<file path="src/rtl/fp_div_pkg.sv">
// ----------------------------------------------------------------------------
// fp_div_pkg: shared types, flag indices and width helpers for fp_seq_divider.
// Rev 1.0
// ----------------------------------------------------------------------------
`default_nettype none

package fp_div_pkg;

  typedef enum logic [1:0] {
    IDLE = 2'd0,
    DIV  = 2'd1,
    NORM = 2'd2,
    DONE = 2'd3
  } div_state_t;

  typedef enum logic [1:0] {
    ZERO   = 2'd0,
    NORMAL = 2'd1,
    INF    = 2'd2,
    NAN    = 2'd3
  } fp_class_t;

  localparam int FLG_INV = 3;
  localparam int FLG_DZ  = 2;
  localparam int FLG_OVF = 1;
  localparam int FLG_UNF = 0;

  function automatic int word_w(input int exp_w, input int frac_w);
    return 1 + exp_w + frac_w;
  endfunction

  function automatic int exp_bias(input int exp_w);
    return (1 << (exp_w - 1)) - 1;
  endfunction

  function automatic int rem_w(input int frac_w);
    return 2 * frac_w + 4;
  endfunction

endpackage

`default_nettype wire

</file>
<file path="src/rtl/fp_div_classify.sv">
// ----------------------------------------------------------------------------
// fp_div_classify: splits an FP word into sign/exponent/hidden-bit mantissa
// and class; subnormals are flushed to ZERO.  Rev 1.0
// ----------------------------------------------------------------------------
`default_nettype none

module fp_div_classify
  import fp_div_pkg::*;
#(
  parameter int EXP_W  = 8,
  parameter int FRAC_W = 23
) (
  input  logic [EXP_W+FRAC_W:0] x,
  output logic                  sign,
  output logic [EXP_W-1:0]      expo,
  output logic [FRAC_W:0]       mant,
  output fp_class_t             cls
);

  always_comb begin
    sign = x[EXP_W+FRAC_W];
    expo = x[FRAC_W +: EXP_W];
    mant = {1'b1, x[FRAC_W-1:0]};
    if (expo == '0) begin
      cls = ZERO;
    end else if (&expo) begin
      cls = (x[FRAC_W-1:0] == '0) ? INF : NAN;
    end else begin
      cls = NORMAL;
    end
  end

endmodule

`default_nettype wire

</file>
<file path="src/rtl/fp_seq_divider.sv">
// ----------------------------------------------------------------------------
// fp_seq_divider: multi-cycle restoring radix-2 FP divider, Out = A / B.
// Optional round-to-nearest-even via macro FP_DIV_ROUND_EN.  Rev 1.0
// ----------------------------------------------------------------------------
`default_nettype none

module fp_seq_divider
  import fp_div_pkg::*;
#(
  parameter int EXP_W  = 8,
  parameter int FRAC_W = 23
) (
  input  logic                  clk,
  input  logic                  rst_n,
  input  logic                  in_valid,
  output logic                  in_ready,
  input  logic [EXP_W+FRAC_W:0] A,
  input  logic [EXP_W+FRAC_W:0] B,
  output logic                  out_valid,
  input  logic                  out_ready,
  output logic [EXP_W+FRAC_W:0] Out,
  output logic [3:0]            flags
);

  localparam int W    = word_w(EXP_W, FRAC_W);
  localparam int BIAS = exp_bias(EXP_W);
  localparam int RW   = rem_w(FRAC_W);
  localparam int QW   = FRAC_W + 3;
  localparam int CW   = $clog2(QW);
  localparam int XW   = EXP_W + 2;

  localparam logic [CW-1:0]        CNT_LAST = CW'(QW - 1);
  localparam logic signed [XW-1:0] EXP_MAX  = XW'((1 << EXP_W) - 1);
  localparam logic [W-1:0]         QNAN     = {1'b0, {EXP_W{1'b1}}, 1'b1, {(FRAC_W-1){1'b0}}};

  div_state_t state, state_nxt;

  logic                  sa, sb;
  logic [EXP_W-1:0]      ea, eb;
  logic [FRAC_W:0]       ma, mb;
  fp_class_t             ca, cb;

  logic                  accept;
  logic                  special;
  logic                  sign_r;
  logic [W-1:0]          sp_word;
  logic [3:0]            sp_flags;

  logic                  sign_q;
  logic signed [XW-1:0]  exp_base;
  logic [RW-1:0]         rem;
  logic [RW-1:0]         dvs;
  logic [QW-1:0]         quo;
  logic [CW-1:0]         cnt;
  logic                  rem_ge;

  logic                  q_msb;
  logic [FRAC_W:0]       mant_full;
  logic signed [XW-1:0]  exp_pre;
  logic [FRAC_W-1:0]     nrm_frac;
  logic signed [XW-1:0]  nrm_exp;
  logic [W-1:0]          nrm_word;
  logic [3:0]            nrm_flags;

  fp_div_classify #(.EXP_W(EXP_W), .FRAC_W(FRAC_W)) u_cls_a (
    .x    (A),
    .sign (sa),
    .expo (ea),
    .mant (ma),
    .cls  (ca)
  );

  fp_div_classify #(.EXP_W(EXP_W), .FRAC_W(FRAC_W)) u_cls_b (
    .x    (B),
    .sign (sb),
    .expo (eb),
    .mant (mb),
    .cls  (cb)
  );

  assign in_ready = (state == IDLE);
  assign accept   = in_valid && in_ready;
  assign special  = !((ca == NORMAL) && (cb == NORMAL));
  assign sign_r   = sa ^ sb;

  // Priority matters: NaN beats everything, inf/0 is inf without div_by_zero.
  always_comb begin
    sp_word  = {sign_r, {(W-1){1'b0}}};
    sp_flags = '0;
    if ((ca == NAN) || (cb == NAN)) begin
      sp_word = QNAN;
    end else if (((ca == ZERO) && (cb == ZERO)) || ((ca == INF) && (cb == INF))) begin
      sp_word           = QNAN;
      sp_flags[FLG_INV] = 1'b1;
    end else if (ca == INF) begin
      sp_word = {sign_r, {EXP_W{1'b1}}, {FRAC_W{1'b0}}};
    end else if (cb == ZERO) begin
      sp_word          = {sign_r, {EXP_W{1'b1}}, {FRAC_W{1'b0}}};
      sp_flags[FLG_DZ] = 1'b1;
    end
  end

  always_ff @(posedge clk or negedge rst_n) begin
    if (!rst_n) begin
      state <= IDLE;
    end else begin
      state <= state_nxt;
    end
  end

  always_comb begin
    state_nxt = state;
    case (state)
      IDLE:    if (accept) state_nxt = special ? DONE : DIV;
      DIV:     if (cnt == CNT_LAST) state_nxt = NORM;
      NORM:    state_nxt = DONE;
      DONE:    if (out_valid && out_ready) state_nxt = IDLE;
      default: state_nxt = IDLE;
    endcase
  end

  assign rem_ge = (rem >= dvs);

  always_ff @(posedge clk or negedge rst_n) begin
    if (!rst_n) begin
      sign_q    <= 1'b0;
      exp_base  <= '0;
      rem       <= '0;
      dvs       <= '0;
      quo       <= '0;
      cnt       <= '0;
      Out       <= '0;
      flags     <= '0;
      out_valid <= 1'b0;
    end else begin
      case (state)
        IDLE: begin
          if (accept) begin
            sign_q   <= sign_r;
            exp_base <= {2'b00, ea} - {2'b00, eb} + XW'(BIAS);
            // Both mantissas sit aligned at the top so the first compare yields the integer bit.
            rem      <= {{(RW-FRAC_W-1){1'b0}}, ma} << (FRAC_W + 2);
            dvs      <= {{(RW-FRAC_W-1){1'b0}}, mb} << (FRAC_W + 2);
            quo      <= '0;
            cnt      <= '0;
            if (special) begin
              Out   <= sp_word;
              flags <= sp_flags;
            end
          end
        end
        DIV: begin
          rem <= rem_ge ? (rem - dvs) : rem;
          dvs <= dvs >> 1;
          quo <= {quo[QW-2:0], rem_ge};
          if (cnt != CNT_LAST) begin
            cnt <= cnt + 1'b1;
          end
        end
        NORM: begin
          Out   <= nrm_word;
          flags <= nrm_flags;
        end
        DONE: begin
          out_valid <= !(out_valid && out_ready);
        end
        default: ;
      endcase
    end
  end

  // Quotient lies in (0.5, 2); a clear MSB means one left shift is needed.
  always_comb begin
    q_msb     = quo[QW-1];
    mant_full = q_msb ? quo[QW-1:2] : quo[QW-2:1];
    exp_pre   = exp_base - {{(XW-1){1'b0}}, ~q_msb};
  end

`ifdef FP_DIV_ROUND_EN
  logic                guard;
  logic                sticky;
  logic                round_up;
  logic [FRAC_W+1:0]   mant_rnd;

  always_comb begin
    guard    = q_msb ? quo[1] : quo[0];
    sticky   = (q_msb & quo[0]) | (|rem);
    round_up = guard & (sticky | mant_full[0]);
    mant_rnd = {1'b0, mant_full} + {{(FRAC_W+1){1'b0}}, round_up};
    if (mant_rnd[FRAC_W+1]) begin
      nrm_frac = mant_rnd[FRAC_W:1];
      nrm_exp  = exp_pre + {{(XW-1){1'b0}}, 1'b1};
    end else begin
      nrm_frac = mant_rnd[FRAC_W-1:0];
      nrm_exp  = exp_pre;
    end
  end
`else
  logic unused_trunc;
  assign unused_trunc = ^{quo[0], mant_full[FRAC_W]};

  always_comb begin
    nrm_frac = mant_full[FRAC_W-1:0];
    nrm_exp  = exp_pre;
  end
`endif

  always_comb begin
    nrm_word  = {sign_q, nrm_exp[EXP_W-1:0], nrm_frac};
    nrm_flags = '0;
    if (nrm_exp >= EXP_MAX) begin
      nrm_word           = {sign_q, {EXP_W{1'b1}}, {FRAC_W{1'b0}}};
      nrm_flags[FLG_OVF] = 1'b1;
    end else if (nrm_exp[XW-1] || (nrm_exp == '0)) begin
      nrm_word           = {sign_q, {(W-1){1'b0}}};
      nrm_flags[FLG_UNF] = 1'b1;
    end
  end

endmodule

`default_nettype wire
</file>
<file path="config.mk">
export PLATFORM = sky130hd
export DESIGN_NAME = fp_seq_divider
export DESIGN_NICKNAME = d
export VERILOG_FILES = /design/src/rtl/fp_div_pkg.sv /design/src/rtl/fp_div_classify.sv /design/src/rtl/fp_seq_divider.sv
export SDC_FILE = /design/constraint.sdc
export NUM_CORES = 1
export LEC_CHECK = 0
export CAP_MARGIN = 10
export CORE_UTILIZATION = 53
export DETAILED_ROUTE_END_ITERATION = 16
export HOLD_SLACK_MARGIN = 0.12
export MAX_ROUTING_LAYER = met4
export PLACE_DENSITY = 0.77
export SYNTH_ARGS = -nofsm -noshare
export SYNTH_HDL_FRONTEND = slang
export SYNTH_SLANG_ARGS = --single-unit
</file>
<file path="constraint.sdc">
create_clock -name clk -period 3.1 [get_ports clk]
set_clock_uncertainty 0.15 [all_clocks]
set_input_delay 0.465 -clock clk [delete_from_list [all_inputs] [get_ports clk]]
set_output_delay 0.465 -clock clk [all_outputs]
set_load 0.1 [all_outputs]
</file>
# Yosys cells after proc, flatten, opt, wreduce, memory -nomap -nowiden
# Index checks and enable logic that the tools add are counted.
# W data, S select, Z words.
# classes
n_addsub,5
reduce_logical,27
n_bitwise,2
magnitude_cmp,2
n_mux,42
n_eq_ne,17
# op_table
operator,n
$pmux W50 S2,2
$mux W50,3
$mux W32,4
$mux W31,4
$pmux W32 S2,1
$pmux W26 S2,1
$ge A50 B50 Y1,1
$sub A50 B50 Y50,1
$logic_not A23 Y1,2
$mux W26,1
$mux W23,1
$mux W2,9
$logic_not A8 Y1,2
$reduce_and A8 Y1,2
$eq A2 B2 Y1 const B,6
$reduce_and A3 Y1,4
$add A9 B8 Y10 const B,1
$ge A10 B9 Y1 const B,1
$logic_not A10 Y1,1
$mux W5,2
$ne A2 B2 Y1 const B,5
$pmux W5 S2,1
$sub A10 B1 Y10,1
$mux W1,9
other kinds (17),30
# totals
output_inout_bits,38
inputBits,68
regBits,181
word_cells,105

# Longest topological paths before layout
# Gate-level depths: netlist (run 1).
# depth
word_depth,12
ltp_mapped,16
mapped_depth_nobuf,14

# Hierarchy
# From an unflattened synthesis (run 1), not the netlist that was laid out.
# unflattened
cells_unflattened,1380
area_unflattened_um2,12092.8
# by_module_without_submodules
module,seq_area_each_um2,cells_each,n_inst,area_per_inst_um2
fp_seq_divider,4504.3,1284,1,11397.2
fp_div_classify,0.0,48,2,347.8

# Least setup slack after synthesis (run 1)
# No wires, ideal clock.
# synth_timing
path_type,reg2reg
startpoint,reg quo[25]
endpoint,reg Out[10]
path_buffers,3
setup_ps,133
setup_slack_ps,-117
t_arrival_ps,2934
period_less_slack_ps,3217
stages_incl_launch_ff,15
required_ps,2817
cell_sequence,dfrtp_1 -> clkbuf_1 -> clkbuf_1 -> inv_1 -> ha_1 -> ha_1 -> nand3b_1 -> or3_1 -> xor2_1 -> a31oi_1 -> o31a_1 -> and2b_1 -> nand2_1 -> clkbuf_1 -> o21ai_0
# synth_via
elab_chain_cells,7
elab_cells_between_ends,9
cone_classes,add/sub (1); order compare (1); mux (4); bitwise (1); reduce/logical (2)
# synth_rtl
element,line,source
start: declaration,fp_seq_divider.sv:53,logic [QW-1:0] quo;
start signal: assignment,fp_seq_divider.sv:155,"quo <= {quo[QW-2:0], rem_ge};"
"parallel branches: the longest is 5 deep, another holds $sub A10 B1 Y10",n/a,
$mux W31 (*),fp_seq_divider.sv:211,if (nrm_exp >= EXP_MAX) begin
$pmux W32 S2 (*),fp_seq_divider.sv:136,case (state)
end signal: assignment,fp_seq_divider.sv:147,Out <= sp_word;
end signal: assignment,fp_seq_divider.sv:161,Out <= nrm_word;
end: declaration,fp_seq_divider.sv:21,"output logic [EXP_W+FRAC_W:0] Out,"
# Every way passes the cells marked *.
# A chain may end at the register's enable or synchronous reset.

# Worst setup path after layout (run 1)
# layout_timing
startpoint,reg dvs[3]
endpoint,reg rem[2]
# layout_via
elab_chain_cells,3
# layout_rtl
element,line,source
start: declaration,fp_seq_divider.sv:52,logic [RW-1:0] dvs;
start signal: assignment,fp_seq_divider.sv:143,"dvs <= {{(RW-FRAC_W-1){1'b0}}, mb} << (FRAC_W + 2);"
start signal: assignment,fp_seq_divider.sv:154,dvs <= dvs >> 1;
$ge A50 B50 Y1,fp_seq_divider.sv:122,assign rem_ge = (rem >= dvs);
$ne A2 B2 Y1 (no line),n/a,
$reduce_and A3 Y1 (no line),n/a,
end signal: assignment,fp_seq_divider.sv:142,"rem <= {{(RW-FRAC_W-1){1'b0}}, ma} << (FRAC_W + 2);"
end signal: assignment,fp_seq_divider.sv:153,rem <= rem_ge ? (rem - dvs) : rem;
end: declaration,fp_seq_divider.sv:51,logic [RW-1:0] rem;
# No other way between the ends.

==> results of run 1 <==
[sequential cells by signal, indices dropped and copies added (netlist names)]
name and flops:
exp_base 10, rem 50, Out 32, dvs 49, cnt 5, state 2
quo 26, flags 4, sign_q 1, out_valid 1
[cell type report]
class / count / area [µm²]
inverters: 79 / 296.5
diodes: 1 / 2.502
clock buffers: 17 / 425.4
repair buffers: 217 / 1967
well taps: 275 / 344.1
fillers: 1605 / 6554
flip-flops and latches: 180 / 4504
multi-input cells: 930 / 6848
clock inverters: 15 / 212.7
[kinds of logic (layout without fill, tap and decap cells)]
family          after synthesis  count (layout)  synth area share (%)
compound gates              376             376                 22.76
simple gates                359             359                 14.88
flops                       180             180                 39.11
buf+inv                     142             328                 5.312
fa+ha+maj                    68              68                 7.518
mux                          67              67                 5.855
xor+xnor                     60              60                 4.563
other cells                   0               1                     0
[worst paths after layout]
path / startpoint / end / slack [ns] / cells past startpoint
max in group asynchronous: rst_n / exp_base[3]$_DFFE_PN0P_ / 1.74 / 3
worst min register to register: Out[14]$_DFFE_PN0P_ / Out[14]$_DFFE_PN0P_ / 0.33 / 2
worst max-delay path: dvs[3]$_DFFE_PN0P_ / rem[2]$_DFFE_PN0P_ / -0.11 / 12
worst min-delay path: Out[14]$_DFFE_PN0P_ / Out[14]$_DFFE_PN0P_ / 0.33 / 2
worst max register to register: dvs[3]$_DFFE_PN0P_ / rem[2]$_DFFE_PN0P_ / -0.11 / 12
min in group asynchronous: rst_n / rem[17]$_DFFE_PN0P_ / 0.34 / 2
[synth_stat cells, drive strengths merged (6+ instances only)]
cell      n  share of area, %
nor2     53               1.7
xnor2    33               2.5
nand3    31               1.4
a21o     42               2.7
o21bai    9              0.59
buf      23               1.4
and3     13              0.71
mux2i    64               5.6
o22a      7              0.53
inv      79               2.6
nand4    14              0.76
xor2     27               2.1
nor4     17              0.92
dfrtp   180                39
nand2   159               5.2
nand2b   18              0.98
a22o     54               4.1
a21oi    50               2.2
a21boi    6              0.52
o31a      7              0.53
clkbuf   40               1.3
o21ai   138               6.6
nor3     16              0.70
ha       66               7.2
a31oi    13              0.76
[worst max-delay path, stage by stage (launching register included)]
cell	delay [ns]
dfrtp_1	0.39
inv_1	0.06
ha_1	0.44
nand3_1	0.20
a2bb2oi_2	0.22
a21oi_4	0.29
nand3_2	0.16
a31oi_4	0.19
o21ai_1	0.09
a21o_2	0.29
or2_4	0.34
clkbuf_16	0.19
o21ai_1	0.13
[what timing repair did]
item / 4_1_cts / 5_1_grt
hold endpoints to repair: 36 / 0
setup endpoints to repair: 10 / 68
pin swaps: 3 / 54
setup buffers: 1 / 23
hold buffers: 1 / 0
gates resized for setup: 7 / 99
gates cloned: 0 / 4
[stage by stage]
| stage | setup slack [ns] | std cells | power, mW | util [%] | instance area, µm² |
|---|---|---|---|---|---|
| finish | -0.1087 | 1714 | 18.28 | 69.02 | 14600 |
| global route | -0.1790 | 1713 | 19.41 | 69.01 | 14600 |
| CTS | -0.02690 | 1686 | 16.78 | 65.72 | 13900 |
| detailed placement | -0.5818 | 1652 | 14.34 | 62.47 | 13210 |
| global placement | -0.4139 | 1652 | 14.11 | 62.47 | 13210 |
| floorplan | 0.003949 | 1252 | 11.35 | - | 11520 |
[power by group through the flow]
stage	logic, mW	registers (mW)	clock network (mW)
6_report	12.4	3.60	2.32
5_1_grt	13.3	3.69	2.44
4_1_cts	10.9	3.57	2.35
3_5_place_dp	10.7	3.61	0
3_3_place_gp	10.5	3.58	0
2_1_floorplan	7.24	4.12	0
[layer usage]
| metal | global-route usage (%) | share of wire [%] | vias up | wire (µm) |
|---|---|---|---|---|
| li1 | - | - | 4841 | - |
| met1 | 34.90 | 44 | 4911 | 13340 |
| met2 | 42.59 | 48 | 352 | 14780 |
| met3 | 4.573 | 5.3 | 72 | 1631 |
| met4 | 7.449 | 2.5 | 0 | 750 |
| met5 | - | 0 | - | 0 |
==> metrics.yaml, run 1 <==
outcome: "complete, but fails checks"
violations: "setup timing"
die_h_um: 149.4
cp_max_fo: 6
drcViolationCount: 0
crit_required_ns: 3.32
whs_ns: 0.3343
syn_inst: 1252
fmax_ghz: 0.3117
cts_num_sinks: 180
synth_edf_count: 0
clock_path_buffers: 2
clock_latency_ns: 0.44
tritoncts: "built"
numPortBuffers: 105
crit_path_end_kind: "register"
power_frac_comb_pct: 67.6
synth_nets: 1388
postRouteAntennaNets: 0
synth.cell_area_um2: 11520
finalHoldViolCount: 0
internal-power_mw: 9.425
grt_start_max_net_pins: 102
ys.flop_type: "dfrtp_1"
synthArstFlopShare_pct: 100.0
hpwlAfterDp_mm: 20.17
period_share_pct: 103.5
first_pass_iters: 5
share_clk_of_total_power_pct: 12.7
grt_pass1_vias: 9581
rsz0062_at_grt: "true"
cp_data_arrival_time_ns: 3.43
setup_viol: 33
final_max_slew_viol_count: 0
p_sw_share_pct: 48.45
fin_crit_ns: 3.209
setup-tns-final_ns: -1.897
core_um2: 21150
ys_seq_area_share_pct: 39.11
power.share.sequential_pct: 19.7
powerDensity_nw_per_um2: 1252
num_rows: 53
area_growth_syn_to_layout_pct: 26.77
grt_use_total_pct: 26.69
maxCapViolCount: 0
dr_total_vias: 10180
ios: 106
synth.distinct_cells: 83
grt_overflow: 0
drt_iter0_drc: 717
power.leakage_nw: 6.644
die_w_um: 149.4
final_common_cell: "dfrtp_1"
worstSetupPathType: "register to register"
antenna_found_initial: 0
layout-drive-gt1-share_pct: 20.79
drt-total-wl_mm: 30.50
start_util_pct: 54.44
synth_seq_cells: 180
yosysWarnings: 0
root_buffer: "clkbuf_16"
cts.clk_slew.worst_paths_ns: 0.09
place_congestion: 0.9120
htree_levels: 4
relSlewSlack_pct: 21.15
fin_nets: 1561
vias_per_cell: 5.937
cts_inserted_buffers: 17
start_kind: "register"
worst_pin_slew_ns: 1.180
final_cell_mix: "180 x dfrtp_1, 155 x nand2_1, 133 x buf_4"
design.die.area_um2: 22320
p_sw_mw: 8.857
wl_per_cell_um: 17.79
avgSynthCellArea_um2: 9.199
grt_pass1_wl_mm: 46.58
ir_drop_uv: 720.1
hp-class: "register to register"
setup_ws_ns: -0.1087
No activity file was read; power rests on OpenSTA's default activity.
==> run 2, diff against run 1 <==
Settings changed: CORE_UTILIZATION 53 to 54, PLACE_DENSITY 0.77 to 0.76.
Clock period 3.1 ns to 3.3 ns, I/O delays scaled along.
==> metrics.yaml, run 2 (synthesis results as in run 1) <==
die_h_um: 148.0
drt_iter0_drc: 546
top_register: "rem"
design.die.area_um2: 21920
crit_required_ns: 3.50
powerDensity_nw_per_um2: 1118
clock_path_buffers: 2
finalPower_mw: 15.35
ir_drop_uv: 605.0
crit_path_end_kind: "register"
power_frac_comb_pct: 64.3
dr_total_vias: 9663
die_w_um: 148.0
grt_start_max_net_pins: 102
hpwlAfterDp_mm: 19.77
cts.clk_slew.worst_paths_ns: 0.08
power.leakage_nw: 6.224
crit_chain: "inv_1 > ha_2 > a21o_1 > a2bb2oi_1 > a221oi_2 > a41oi_2 > a31oi_2 > o21ai_1 > a21o_2 > or2_1 > buf_12 > o211ai_1"
final_common_cell: "dfrtp_1"
crit_slowest_cell: "a221oi_2"
finalHoldViolCount: 0
cts_inserted_buffers: 17
num_rows: 53
root_buffer: "clkbuf_16"
drcViolationCount: 0
share_clk_of_total_power_pct: 13.7
whs_ns: 0.3341
vias_per_cell: 5.846
final_cell_mix: "180 x dfrtp_1, 158 x nand2_1, 106 x o21ai_0"
multi_input_area_um2: 6551
placed_area_um2: 12910
core_um2: 20960
fin_crit_ns: 3.150
antennaDiodeCount: 0
hold_depth: 1
crit_buf_inv: 2
cp_max_fo: 26
tritoncts: "built"
relSlewSlack_pct: 32.92
numPortBuffers: 105
fin_nets: 1501
internal-power_mw: 7.818
htree_levels: 4
hp-class: "register to register"
layout-drive-gt1-share_pct: 14.15
power.share.sequential_pct: 22.0
largest_reg_flops: 50
fin_area_um2: 13720
area_growth_syn_to_layout_pct: 19.16
clock_latency_ns: 0.44
crit_path_max_incr_delay_ns: 0.43
cts_num_sinks: 180
n_fill_cell: 1784
drt-total-wl_mm: 27.48
critPathTopFamily: "compound AO/OA/AOI/OAI gates"
outcome: "complete, no violations"
start_kind: "register"
grt_pass1_wl_mm: 46.64
wl_per_cell_um: 16.63
place_congestion: 0.9598
grt_overflow: 0
grt_pass1_vias: 9347
rr_worst_depth: 12
r2r_setup_slack_ns: 0.15
period_share_pct: 95.44
maxCapViolCount: 0
worst_pin_slew_ns: 1.006
cp_data_arrival_time_ns: 3.35
postRouteAntennaNets: 0
seq_area_um2: 4504
start_util_pct: 54.96
first_pass_iters: 5
antenna_found_initial: 0
crit_cells: 12
final_max_slew_viol_count: 0
setup-tns-final_ns: 0
worstSetupPathType: "register to register"
setup_viol: 0
ios: 106
grt_use_total_pct: 26.97
p_sw_share_pct: 49.06
p_sw_mw: 7.529
largestRegisters: "rem: 50 flops, dvs: 49 flops, Out: 32 flops"
fmax_ghz: 0.3175
## run 2: through the flow
| step | cells | setup WS (ns) | util (%) |
|---|---|---|---|
| 3_3_place_gp | 1616 | -0.2410 | 61.59 |
| 4_1_cts | 1649 | 0.01720 | 64.65 |
| 3_5_place_dp | 1616 | -0.4245 | 61.59 |
| 2_1_floorplan | 1252 | 0.08257 | - |
| 5_1_grt | 1653 | -0.04067 | 65.49 |
| 6_report | 1653 | 0.1504 | 65.49 |
## run 2: area by class of cell
type / instances / share of cell area (%)
Clock buffer: 17 / 3.100
Clock inverter: 15 / 1.495
Inverter: 79 / 2.161
Multi-Input combinational cell: 930 / 47.73
Sequential cell: 180 / 32.82
Tap cell: 275 / 2.507
Timing Repair Buffer: 157 / 10.18
## run 2: final timing paths
path,to,startpoint
max,rem[45]$_DFFE_PN0P_,dvs[21]$_DFFE_PN0P_
min,flags[3]$_DFFE_PN0P_,flags[3]$_DFFE_PN0P_
max reg2reg,rem[45]$_DFFE_PN0P_,dvs[21]$_DFFE_PN0P_
min reg2reg,flags[3]$_DFFE_PN0P_,flags[3]$_DFFE_PN0P_
max in group asynchronous,dvs[10]$_DFFE_PN0P_,rst_n
min in group asynchronous,rem[20]$_DFFE_PN0P_,rst_n
## run 2: per-layer routing
layer / vias up / track usage [%] / wire length [µm]
met5: - / - / 0
met4: 0 / 6.598 / 378
met3: 27 / 3.179 / 951
met2: 233 / 42.58 / 13190
met1: 4670 / 36.97 / 12960
li1: 4733 / - / -
## run 2: power by group through the flow
stage / combinational [mW] / sequential, mW / clock [mW]
2_1_floorplan: 6.79 / 3.87 / 0
3_3_place_gp: 9.27 / 3.37 / 0
3_5_place_dp: 9.45 / 3.40 / 0
4_1_cts: 9.54 / 3.36 / 2.12
5_1_grt: 10.8 / 3.46 / 2.23
6_report: 9.87 / 3.38 / 2.10
## run 2: timing repair
item / 4_1_cts / 5_1_grt
setup buffers: 0 / 3
setup endpoints to repair: 0 / 52
resized for setup: 0 / 32
hold buffers: 1 / 0
hold endpoints to repair: 67 / 0
